## src/rtl/control_unit_mdu_if.sv

```systemverilog
// Decode-stage bundle between the pipeline D stage and control_unit_mdu.
// The slave side is the control unit; the master side is the pipeline/bench.
interface control_unit_mdu_if #(
  parameter int unsigned ALU_CTRL_W = 3
);
  logic [5:0]            i_Op;
  logic [5:0]            i_funct;
  logic                  i_InstrValidD;
  logic                  i_StallD;
  logic                  o_RegWriteD;
  logic                  o_MemtoRegD;
  logic                  o_MemWriteD;
  logic [ALU_CTRL_W-1:0] o_ALUControlD;
  logic                  o_ALUSrcD;
  logic                  o_RegDstD;
  logic                  o_BranchD;
  logic                  o_BranchNeD;
  logic                  o_JumpD;
  logic                  o_LoadD;
  logic                  o_MdStartD;
  logic [1:0]            o_MdOpD;
  logic                  o_MfhiD;
  logic                  o_MfloD;
  logic                  o_IllegalD;
  logic                  o_MdBusy;
  logic                  o_MdDone;
  logic                  o_MdStallD;

  modport slave (
    input  i_Op, i_funct, i_InstrValidD, i_StallD,
    output o_RegWriteD, o_MemtoRegD, o_MemWriteD, o_ALUControlD, o_ALUSrcD,
           o_RegDstD, o_BranchD, o_BranchNeD, o_JumpD, o_LoadD, o_MdStartD,
           o_MdOpD, o_MfhiD, o_MfloD, o_IllegalD, o_MdBusy, o_MdDone, o_MdStallD
  );

  modport master (
    output i_Op, i_funct, i_InstrValidD, i_StallD,
    input  o_RegWriteD, o_MemtoRegD, o_MemWriteD, o_ALUControlD, o_ALUSrcD,
           o_RegDstD, o_BranchD, o_BranchNeD, o_JumpD, o_LoadD, o_MdStartD,
           o_MdOpD, o_MfhiD, o_MfloD, o_IllegalD, o_MdBusy, o_MdDone, o_MdStallD
  );
endinterface

```

## src/rtl/control_unit_mdu.sv

```systemverilog
// MIPS D-stage control decode with a multi-cycle multiply/divide sequencer
// that tracks the in-flight MDU op and stalls dependent instructions.
module control_unit_mdu #(
  parameter int unsigned ALU_CTRL_W = 3,
  parameter int unsigned MUL_CYCLES = 4,
  parameter int unsigned DIV_CYCLES = 32
) (
  input logic               i_CLK,
  input logic               i_RST,
  control_unit_mdu_if.slave bus
);
  localparam int unsigned MAX_CYCLES = (MUL_CYCLES > DIV_CYCLES) ? MUL_CYCLES : DIV_CYCLES;
  localparam int unsigned CNT_W      = $clog2(MAX_CYCLES + 1);

  localparam logic [0:0] S_IDLE = 1'b0;
  localparam logic [0:0] S_BUSY = 1'b1;

  localparam logic [2:0] ALU_AND = 3'b000;
  localparam logic [2:0] ALU_OR  = 3'b001;
  localparam logic [2:0] ALU_ADD = 3'b010;
  localparam logic [2:0] ALU_SUB = 3'b110;
  localparam logic [2:0] ALU_SLT = 3'b111;

  logic [0:0]       state;
  logic [CNT_W-1:0] cnt;

  logic       reg_write, mem_to_reg, mem_write, alu_src, reg_dst;
  logic       branch, branch_ne, jump, load, md_op, mfhi, mflo, legal;
  logic [2:0] alu;
  logic [1:0] md_sel;

  always_comb begin
    reg_write  = 1'b0;
    mem_to_reg = 1'b0;
    mem_write  = 1'b0;
    alu_src    = 1'b0;
    reg_dst    = 1'b0;
    branch     = 1'b0;
    branch_ne  = 1'b0;
    jump       = 1'b0;
    load       = 1'b0;
    md_op      = 1'b0;
    mfhi       = 1'b0;
    mflo       = 1'b0;
    legal      = 1'b1;
    alu        = ALU_ADD;
    md_sel     = 2'b00;
    case (bus.i_Op)
      6'b000000: begin
        case (bus.i_funct)
          6'b100000: begin reg_write = 1'b1; reg_dst = 1'b1; alu = ALU_ADD; end
          6'b100010: begin reg_write = 1'b1; reg_dst = 1'b1; alu = ALU_SUB; end
          6'b100100: begin reg_write = 1'b1; reg_dst = 1'b1; alu = ALU_AND; end
          6'b100101: begin reg_write = 1'b1; reg_dst = 1'b1; alu = ALU_OR;  end
          6'b101010: begin reg_write = 1'b1; reg_dst = 1'b1; alu = ALU_SLT; end
          6'b011000, 6'b011001, 6'b011010, 6'b011011: begin
            md_op  = 1'b1;
            md_sel = bus.i_funct[1:0];
          end
          6'b010000: begin reg_write = 1'b1; reg_dst = 1'b1; mfhi = 1'b1; end
          6'b010010: begin reg_write = 1'b1; reg_dst = 1'b1; mflo = 1'b1; end
          default:   legal = 1'b0;
        endcase
      end
      6'b100011: begin reg_write = 1'b1; mem_to_reg = 1'b1; alu_src = 1'b1; load = 1'b1; end
      6'b101011: begin mem_write = 1'b1; alu_src = 1'b1; end
      6'b000100: begin branch = 1'b1; alu = ALU_SUB; end
      6'b000101: begin branch_ne = 1'b1; alu = ALU_SUB; end
      6'b001000: begin reg_write = 1'b1; alu_src = 1'b1; end
      6'b000010: jump = 1'b1;
      default:   legal = 1'b0;
    endcase
  end

  logic valid, busy, done, md_stall, start;
  logic [CNT_W-1:0] load_cnt;

  assign valid    = bus.i_InstrValidD;
  assign busy     = (state == S_BUSY);
  assign done     = busy && (cnt == '0);
  // The done cycle still counts as busy so HI/LO readers wait for the write.
  assign md_stall = valid && (md_op || mfhi || mflo) && busy;
  assign start    = valid && md_op && !busy && !bus.i_StallD;
  assign load_cnt = md_sel[1] ? CNT_W'(DIV_CYCLES - 1) : CNT_W'(MUL_CYCLES - 1);

  always_ff @(posedge i_CLK or posedge i_RST) begin
    if (i_RST) begin
      state <= S_IDLE;
      cnt   <= '0;
    end else begin
      case (state)
        S_IDLE: begin
          if (start) begin
            state <= S_BUSY;
            cnt   <= load_cnt;
          end
        end
        default: begin
          if (cnt == '0) state <= S_IDLE;
          else           cnt   <= cnt - 1'b1;
        end
      endcase
    end
  end

  always_comb begin
    bus.o_ALUControlD      = '0;
    bus.o_ALUControlD[2:0] = alu;
  end

  assign bus.o_RegWriteD = valid && reg_write && !md_stall;
  assign bus.o_MemtoRegD = valid && mem_to_reg;
  assign bus.o_MemWriteD = valid && mem_write && !md_stall;
  assign bus.o_ALUSrcD   = valid && alu_src;
  assign bus.o_RegDstD   = valid && reg_dst;
  assign bus.o_BranchD   = valid && branch && !md_stall;
  assign bus.o_BranchNeD = valid && branch_ne && !md_stall;
  assign bus.o_JumpD     = valid && jump && !md_stall;
  assign bus.o_LoadD     = valid && load;
  assign bus.o_MdStartD  = start;
  assign bus.o_MdOpD     = md_sel;
  assign bus.o_MfhiD     = valid && mfhi;
  assign bus.o_MfloD     = valid && mflo;
  assign bus.o_IllegalD  = valid && !legal;
  assign bus.o_MdBusy    = busy;
  assign bus.o_MdDone    = done;
  assign bus.o_MdStallD  = md_stall;
endmodule
```

## src/flat_wrapper.sv

```systemverilog
// flat-port wrapper written by rule: the top's interface ports become plain ports
module control_unit_mdu_flat 
#(
  parameter int unsigned ALU_CTRL_W = 3,
  parameter int unsigned MUL_CYCLES = 4,
  parameter int unsigned DIV_CYCLES = 32
)
  (i_CLK, i_RST, bus_i_Op, bus_i_funct, bus_i_InstrValidD, bus_i_StallD, bus_o_RegWriteD, bus_o_MemtoRegD, bus_o_MemWriteD, bus_o_ALUControlD, bus_o_ALUSrcD, bus_o_RegDstD, bus_o_BranchD, bus_o_BranchNeD, bus_o_JumpD, bus_o_LoadD, bus_o_MdStartD, bus_o_MdOpD, bus_o_MfhiD, bus_o_MfloD, bus_o_IllegalD, bus_o_MdBusy, bus_o_MdDone, bus_o_MdStallD);
  control_unit_mdu_if #(.ALU_CTRL_W(ALU_CTRL_W)) bus_i ();
  input logic i_CLK;
  input logic i_RST;
  input wire logic [$bits(bus_i.i_Op)-1:0] bus_i_Op;
  input wire logic [$bits(bus_i.i_funct)-1:0] bus_i_funct;
  input wire logic [$bits(bus_i.i_InstrValidD)-1:0] bus_i_InstrValidD;
  input wire logic [$bits(bus_i.i_StallD)-1:0] bus_i_StallD;
  output wire logic [$bits(bus_i.o_RegWriteD)-1:0] bus_o_RegWriteD;
  output wire logic [$bits(bus_i.o_MemtoRegD)-1:0] bus_o_MemtoRegD;
  output wire logic [$bits(bus_i.o_MemWriteD)-1:0] bus_o_MemWriteD;
  output wire logic [$bits(bus_i.o_ALUControlD)-1:0] bus_o_ALUControlD;
  output wire logic [$bits(bus_i.o_ALUSrcD)-1:0] bus_o_ALUSrcD;
  output wire logic [$bits(bus_i.o_RegDstD)-1:0] bus_o_RegDstD;
  output wire logic [$bits(bus_i.o_BranchD)-1:0] bus_o_BranchD;
  output wire logic [$bits(bus_i.o_BranchNeD)-1:0] bus_o_BranchNeD;
  output wire logic [$bits(bus_i.o_JumpD)-1:0] bus_o_JumpD;
  output wire logic [$bits(bus_i.o_LoadD)-1:0] bus_o_LoadD;
  output wire logic [$bits(bus_i.o_MdStartD)-1:0] bus_o_MdStartD;
  output wire logic [$bits(bus_i.o_MdOpD)-1:0] bus_o_MdOpD;
  output wire logic [$bits(bus_i.o_MfhiD)-1:0] bus_o_MfhiD;
  output wire logic [$bits(bus_i.o_MfloD)-1:0] bus_o_MfloD;
  output wire logic [$bits(bus_i.o_IllegalD)-1:0] bus_o_IllegalD;
  output wire logic [$bits(bus_i.o_MdBusy)-1:0] bus_o_MdBusy;
  output wire logic [$bits(bus_i.o_MdDone)-1:0] bus_o_MdDone;
  output wire logic [$bits(bus_i.o_MdStallD)-1:0] bus_o_MdStallD;
  assign bus_i.i_Op = bus_i_Op;
  assign bus_i.i_funct = bus_i_funct;
  assign bus_i.i_InstrValidD = bus_i_InstrValidD;
  assign bus_i.i_StallD = bus_i_StallD;
  assign bus_o_RegWriteD = bus_i.o_RegWriteD;
  assign bus_o_MemtoRegD = bus_i.o_MemtoRegD;
  assign bus_o_MemWriteD = bus_i.o_MemWriteD;
  assign bus_o_ALUControlD = bus_i.o_ALUControlD;
  assign bus_o_ALUSrcD = bus_i.o_ALUSrcD;
  assign bus_o_RegDstD = bus_i.o_RegDstD;
  assign bus_o_BranchD = bus_i.o_BranchD;
  assign bus_o_BranchNeD = bus_i.o_BranchNeD;
  assign bus_o_JumpD = bus_i.o_JumpD;
  assign bus_o_LoadD = bus_i.o_LoadD;
  assign bus_o_MdStartD = bus_i.o_MdStartD;
  assign bus_o_MdOpD = bus_i.o_MdOpD;
  assign bus_o_MfhiD = bus_i.o_MfhiD;
  assign bus_o_MfloD = bus_i.o_MfloD;
  assign bus_o_IllegalD = bus_i.o_IllegalD;
  assign bus_o_MdBusy = bus_i.o_MdBusy;
  assign bus_o_MdDone = bus_i.o_MdDone;
  assign bus_o_MdStallD = bus_i.o_MdStallD;
  control_unit_mdu #(.ALU_CTRL_W(ALU_CTRL_W), .MUL_CYCLES(MUL_CYCLES), .DIV_CYCLES(DIV_CYCLES)) u_core (.i_CLK(i_CLK), .i_RST(i_RST), .bus(bus_i));
endmodule
```

## config.mk

```make
export PLATFORM = sky130hd
export DESIGN_NAME = control_unit_mdu_flat
export DESIGN_NICKNAME = d
export VERILOG_FILES = /design/src/rtl/control_unit_mdu_if.sv /design/src/rtl/control_unit_mdu.sv /design/src/flat_wrapper.sv
export SDC_FILE = /design/constraint.sdc
export NUM_CORES = 1
export LEC_CHECK = 0
export CORE_MARGIN = 10
export CORE_UTILIZATION = 40
export DETAILED_ROUTE_END_ITERATION = 6
export PLACE_DENSITY_LB_ADDON = 0.3
export SYNTH_ARGS = -nofsm -noshare
export SYNTH_HDL_FRONTEND = slang
export SYNTH_SLANG_ARGS = --single-unit
```

## constraint.sdc

```tcl
create_clock -name i_CLK -period 2.39 [get_ports i_CLK]
set_input_delay 0.3585 -clock i_CLK [delete_from_list [all_inputs] [get_ports i_CLK]]
set_output_delay 0.3585 -clock i_CLK [all_outputs]
set_load 0.01 [all_outputs]
```

==> out/results.ini, run 1 <==
[run_status]
status=finished, violations left
violations=negative setup slack

[sta]
worst_pin_slew_ps=348
fin_ws_ps=-12.7
rsz0062_at_grt=yes
drv_slew=0
max-slew-margin-rel=0.767
finalCritPeriodShare=1.01
fmax_mhz=416
whs_ps=338
fin_crit_ps=2400
hold_viol=0
setup_viol=1
fin_skew_ps=1.27

[setup_path]
cp_common_cell=buf_4
cpLargestDelayFamily=buffers and inverters
worstSetupPathType=primary input to primary output
crit_path_start_kind=primary input
worstPathCellList=clkdlybuf4s50_1 > or3_4 > buf_4 > nor4_4 > buf_4 > buf_4 > nor4_2 > clkdlybuf4s15_2
arrival_ps=2040
crit_buf_inv=5
critical-path-slowest-cell=clkdlybuf4s50_1
cp_slowest_stage_delay_ps=420
cp-end-kind=primary output
cp_max_fo=5
required_ps=2030

[finish]
antenna_cells=0
nets=185
drive_above_1_share=0.329
layout.cells.non_filler=192
num-fill-cells=133
synthToLayoutAreaGrowth_pct=79.4

[global_route]
grt_pass1_wl_um=4910
first_global_vias=1112
grt_overflow=0
grt_max_degree=9
antenna_found_initial=0
grt.total_usage=0.143

[place]
numPortBuffers=36
hpwlAfterDp_um=2250
gp_congestion=0.884
dp.cells=184
pre_cts_ws_ps=-487

[worst_hold_path]
hold_path_class=primary input to asynchronous set/reset pin

[die]
row_count=15
initial_utilization=0.439
io_pins=37
die_w_um=64.3
die_h_um=64.3
coreArea_sq_mm=0.00178
dieArea_sq_mm=0.00413

[route]
ant_nets=0
route.detailed.drc=0
avgViaCountPerCell=5.42
route.vias.total=1040
drt_iter0_drc=50
wl_um=2830
firstDrtPassIters=4
wire_per_inst_um=14.7

[clocking]
clkLatencyLatePin_ps=250
cts_tree=built
cts.sinks=7
cts_max_path_buffers=2
cts_root_buf=clkbuf_4
clk_pin_slew_ps=50
h-tree-depth=1
cts-hold-fix-buffers=0
numCtsBuffers=3

[synth]
synth_area_sq_um=783
ys_seq_elements=7
yosysTopAreaCellShare=0.224
synth_cells=106
yosysSeqAreaShare=0.224
ys_types=38
synth_top_area_cell=dfrtp_1
synth_area_leaders=dfrtp_1 (22%), nor2_1 (7.7%), nand3_1 (4.5%)
synth.net_count=123
yosysWarnings=0
avgSynthCellArea_sq_um=7.39

[pwr]
p_per_area_mw_per_mm2=291
peakVddDrop_mv=0.253
power_leakage_uw=0.000643
p_total_uw=409

[flow_run]
maxCapViolCount=0

path summary, 6_finish.rpt:
check | startpoint | end | slack, ps | depth (start not counted)
worst min register to register | u_core.cnt[0]$_DFFE_PP0P_ | u_core.cnt[0]$_DFFE_PP0P_ | 560 | 2
min in group i_CLK | u_core.cnt[0]$_DFFE_PP0P_ | u_core.cnt[0]$_DFFE_PP0P_ | 560 | 2
max in group asynchronous | i_RST | u_core.cnt[3]$_DFFE_PP0P_ | 1850 | 2
worst max register to register | u_core.cnt[0]$_DFFE_PP0P_ | u_core.cnt[3]$_DFFE_PP0P_ | 450 | 7
worst min-delay path | i_RST | u_core.cnt[2]$_DFFE_PP0P_ | 340 | 2
worst max-delay path | bus_i_Op[0] | bus_o_IllegalD | -10 | 8
synth_stat cells:
cell	instances
a2111o_1	1
a211o_1	2
a211oi_1	1
a21oi_1	4
a22oi_1	1
a31o_2	1
a31oi_1	2
a31oi_2	1
and2_1	2
and3_1	1
buf_2	1
buf_4	1
clkbuf_1	4
clkinv_2	1
dfrtp_1	7
ha_1	1
inv_1	6
mux2i_1	2
nand2_1	9
nand2b_1	4
nand3_1	7
nand3b_1	1
nand4b_1	1
nor2_1	16
nor2b_1	4
nor3_1	7
nor3b_1	4
nor4_1	2
nor4_4	1
nor4b_1	1
o221a_1	2
o22ai_1	1
o41a_1	1
o41ai_2	1
or3_1	1
or3_4	1
or4b_2	1
xnor2_1	2
stage by stage:
stage / TNS, ps / util / instance area, sq um
6_report: -12.7 / 0.788 / 1410
3_3_place_gp: -5240 / 0.740 / 1320
3_5_place_dp: -5440 / 0.740 / 1320
4_1_cts: 0 / 0.773 / 1380
2_1_floorplan: 0 / - / 783
5_1_grt: -204 / 0.788 / 1410
placed cells by master, fill, tap and decap left out, drive strengths merged, types with 2 or more instances in the layout:
master         instances
nand3                  7
nor2                  16
nand2b                 4
dfrtp                  7
nor2b                  4
clkbuf                 5
o221a                  2
a21oi                  4
clkdlybuf4s50         12
nor3b                  4
mux2i                  2
or3                    2
xnor2                  2
a31oi                  3
inv                    6
buf                   30
nor3                   7
and2                   2
a211o                  2
nand2                  9
clkdlybuf4s15          3
dlygate4sd2           16
nor4                   3
metal layers:
| layer | vias to the layer above | wire length (um) | global-route usage |
|---|---|---|---|
| met5 | - | 0 | 0 |
| met4 | 0 | 63 | 0.0722 |
| met3 | 5 | 161 | 0.0296 |
| met2 | 32 | 1430 | 0.262 |
| met1 | 497 | 1170 | 0.148 |
| li1 | 506 | - | - |
kinds of logic after synthesis:
group	share of synthesized area
DFF	0.224
and+or+nand+nor	0.446
AOI/OAI and AO/OA	0.197
xor gates and xnor gates	0.0224
buffers and inverters	0.0703
adders and majority gates	0.0160
muxes	0.0256
state kept, by name (all words and copies together), names as in the netlist:
name,count
u_core.bus.o_MdBusy,1
u_core.cnt,6
final cells by class:
type | instances | area (sq um) | area share
clock buffer | 4 | 26.3 | 0.0187
timing repair buffer | 63 | 528 | 0.376
inverter | 7 | 27.5 | 0.0196
tap | 25 | 31.3 | 0.0223
sequential | 7 | 175 | 0.125
multi-input combinational | 86 | 617 | 0.439
power breakdown:
| group | internal, uW | switching (uW) | total [uW] |
|---|---|---|---|
| sequential | 136 | 18.2 | 154 |
| clock | 63.5 | 41.3 | 105 |
| combinational | 79.5 | 70.3 | 150 |
repair_timing:
item | in CTS | in global routing
gates resized for setup | 44 | 14
pin swaps | 4 | 4
endpoints found under the setup margin | 16 | 11
buffers inserted | 2 | 2
(Power assumes the default switching activity.)
==> run 2: changes to the inputs <==
- CORE_MARGIN: 10 -> 4
- GPL_TIMING_DRIVEN: unset -> 1
==> out/results.ini, run 2 (synthesis results as in run 1) <==
[finish]
num-fill-cells=135  ; +1.5%
final_cell_mix=buf_4 (29), nor2_1 (16), clkdlybuf4s50_1 (12)
final_common_cell=buf_4
drive_above_1_share=0.320  ; -0.00981
synthToLayoutAreaGrowth_pct=76.4
nets=187  ; +1.1%
layout.cells.non_filler=194  ; +1.0%
largest_reg_flops=6  ; unchanged
antenna_cells=0  ; unchanged
final_cell_area_sq_mm=0.00138  ; -1.7%
regMostFlops=u_core.cnt

[place]
gp_congestion=0.852  ; -3.6%
numPortBuffers=36  ; unchanged
dp.cells=184  ; unchanged
hpwlAfterDp_um=2150  ; -4.4%
placed_area_sq_mm=0.00132  ; unchanged

[global_route]
first_global_vias=1047  ; -5.8%
grt_overflow=0  ; unchanged
grt_max_degree=9  ; unchanged
grt.total_usage=0.226  ; +0.0833
antenna_found_initial=0  ; unchanged
grt_pass1_wl_um=4690  ; -4.5%

[sta]
fin_setup_tns_ps=0  ; +12.7 ps
fin_skew_ps=2.78  ; +1.51 ps
finalCritPeriodShare=0.995  ; -0.00993
hold_viol=0  ; unchanged
max-slew-margin-rel=0.758  ; -0.00910
rsz0062_at_grt=yes
setup_viol=0  ; -1
fin_crit_ps=2380  ; -23.7 ps
worst_pin_slew_ps=360  ; +11.6 ps
fmax_mhz=420  ; +1.0%
drv_slew=0  ; unchanged

[route]
wl_um=2740  ; -3.3%
wire_per_inst_um=14.1  ; -4.2%
ant_nets=0  ; unchanged
avgViaCountPerCell=5.40  ; -0.27%
route.detailed.drc=0  ; unchanged
drt_iter0_drc=23  ; -54%
firstDrtPassIters=4  ; unchanged
route.vias.total=1048  ; +0.77%

[setup_path]
cp_max_fo=5  ; unchanged
crit_path_start_kind=primary input
arrival_ps=2020  ; -20 ps
r2r.worst_path.cells=7  ; unchanged
r2r-end=u_core.cnt[3]$_DFFE_PP0P_
cp-end-kind=primary output
r2r_start=u_core.cnt[0]$_DFFE_PP0P_
rrSetupSlack_ps=460  ; about the same
worstSetupPathType=primary input to primary output
required_ps=2030  ; about the same

[clocking]
clkLatencyLatePin_ps=250  ; about the same
cts_root_buf=clkbuf_4
h-tree-depth=1  ; unchanged
cts_max_path_buffers=2  ; unchanged
cts.sinks=7  ; unchanged
numCtsBuffers=3  ; unchanged
cts_tree=built
clk_pin_slew_ps=50  ; about the same

[run_status]
status=completed

[die]
coreArea_sq_mm=0.00178  ; unchanged
die_w_um=52.3  ; -19%
die_h_um=52.3  ; -19%
dieArea_sq_mm=0.00273  ; -34%
io_pins=37  ; unchanged
initial_utilization=0.439  ; unchanged
row_count=15  ; unchanged

[pwr]
power_leakage_uw=0.000664  ; +3.3%
p_per_area_mw_per_mm2=299  ; +2.8%
peakVddDrop_mv=0.138  ; -45%

[flow_run]
maxCapViolCount=0  ; unchanged

[worst_hold_path]
hold_path_class=primary input to asynchronous set/reset pin

run 2: cell types whose count changed in the layout (fill, tap and decap cells not counted), sizes merged:
cell / change
dlygate4sd2: -7
clkbuf: +5
buf: +2
dlymetal6s2s: +2
clkdlybuf4s15: -1
dlygate4sd1: +1
run 2: worst max-delay path by stage:
stage                startpoint               to  slack [ps]  depth (start not counted)
floorplan           bus_i_Op[1]  bus_o_BranchNeD         460                          2
global placement    bus_i_Op[1]  bus_o_BranchNeD        -350                          4
detailed placement  bus_i_Op[1]  bus_o_BranchNeD        -390                          4
CTS                 bus_i_Op[4]  bus_o_BranchNeD         -80                          7
global route        bus_i_Op[3]      bus_o_MfhiD         -70                          6
finish              bus_i_Op[1]   bus_o_IllegalD          10                          8
run 2: timing repair:
| action | CTS | global route |
|---|---|---|
| setup endpoints to repair | 17 | 12 |
| resized for setup | 42 | 17 |
| hold buffers | 0 | 0 |
| pin swaps | 3 | 5 |
| setup buffers | 3 | 3 |
run 2: cell type report:
cell class,count,area [sq um],share of cell area
inverters,7,27.5,0.0199
multi-input cells,86,593,0.429
clock buffers,4,26.3,0.0190
well taps,25,31.3,0.0226
flip-flops and latches,7,175,0.127
repair buffers,65,528,0.382
run 2: where the power goes:
group	internal, uW	leakage (uW)	switching, uW
Combinational	82.6	0.000572	71.1
Sequential	136	0.0000766	18.4
Clock	63.6	0.0000150	41.7
Total	282	0.000664	131
run 2: routing by layer:
layer / global-route usage / wire, um / vias to the layer above
met3: 0.0199 / 138 / 0
met4: 0.0766 / 0 / 0
met1: 0.266 / 1130 / 492
met5: 0 / 0 / -
li1: - / - / 510
met2: 0.423 / 1470 / 46
run 2: metrics by stage:
step | setup slack, ps | total power, uW | utilization | hold WS, ps
2_1_floorplan | 464 | 224 | - | 162
3_3_place_gp | -354 | 294 | 0.740 | 541
3_5_place_dp | -392 | 303 | 0.740 | 552
4_1_cts | -80.5 | 411 | 0.765 | 341
5_1_grt | -74.9 | 448 | 0.775 | 350
6_report | 11.1 | 413 | 0.775 | 344
run 2: critical path, cell delays in order:
cell and delay [ps]:
dlygate4sd2_1 270, or3_4 440, buf_4 160, nor4_4 220
buf_4 160, buf_4 110, nor4_1 40, dlygate4sd1_1 270
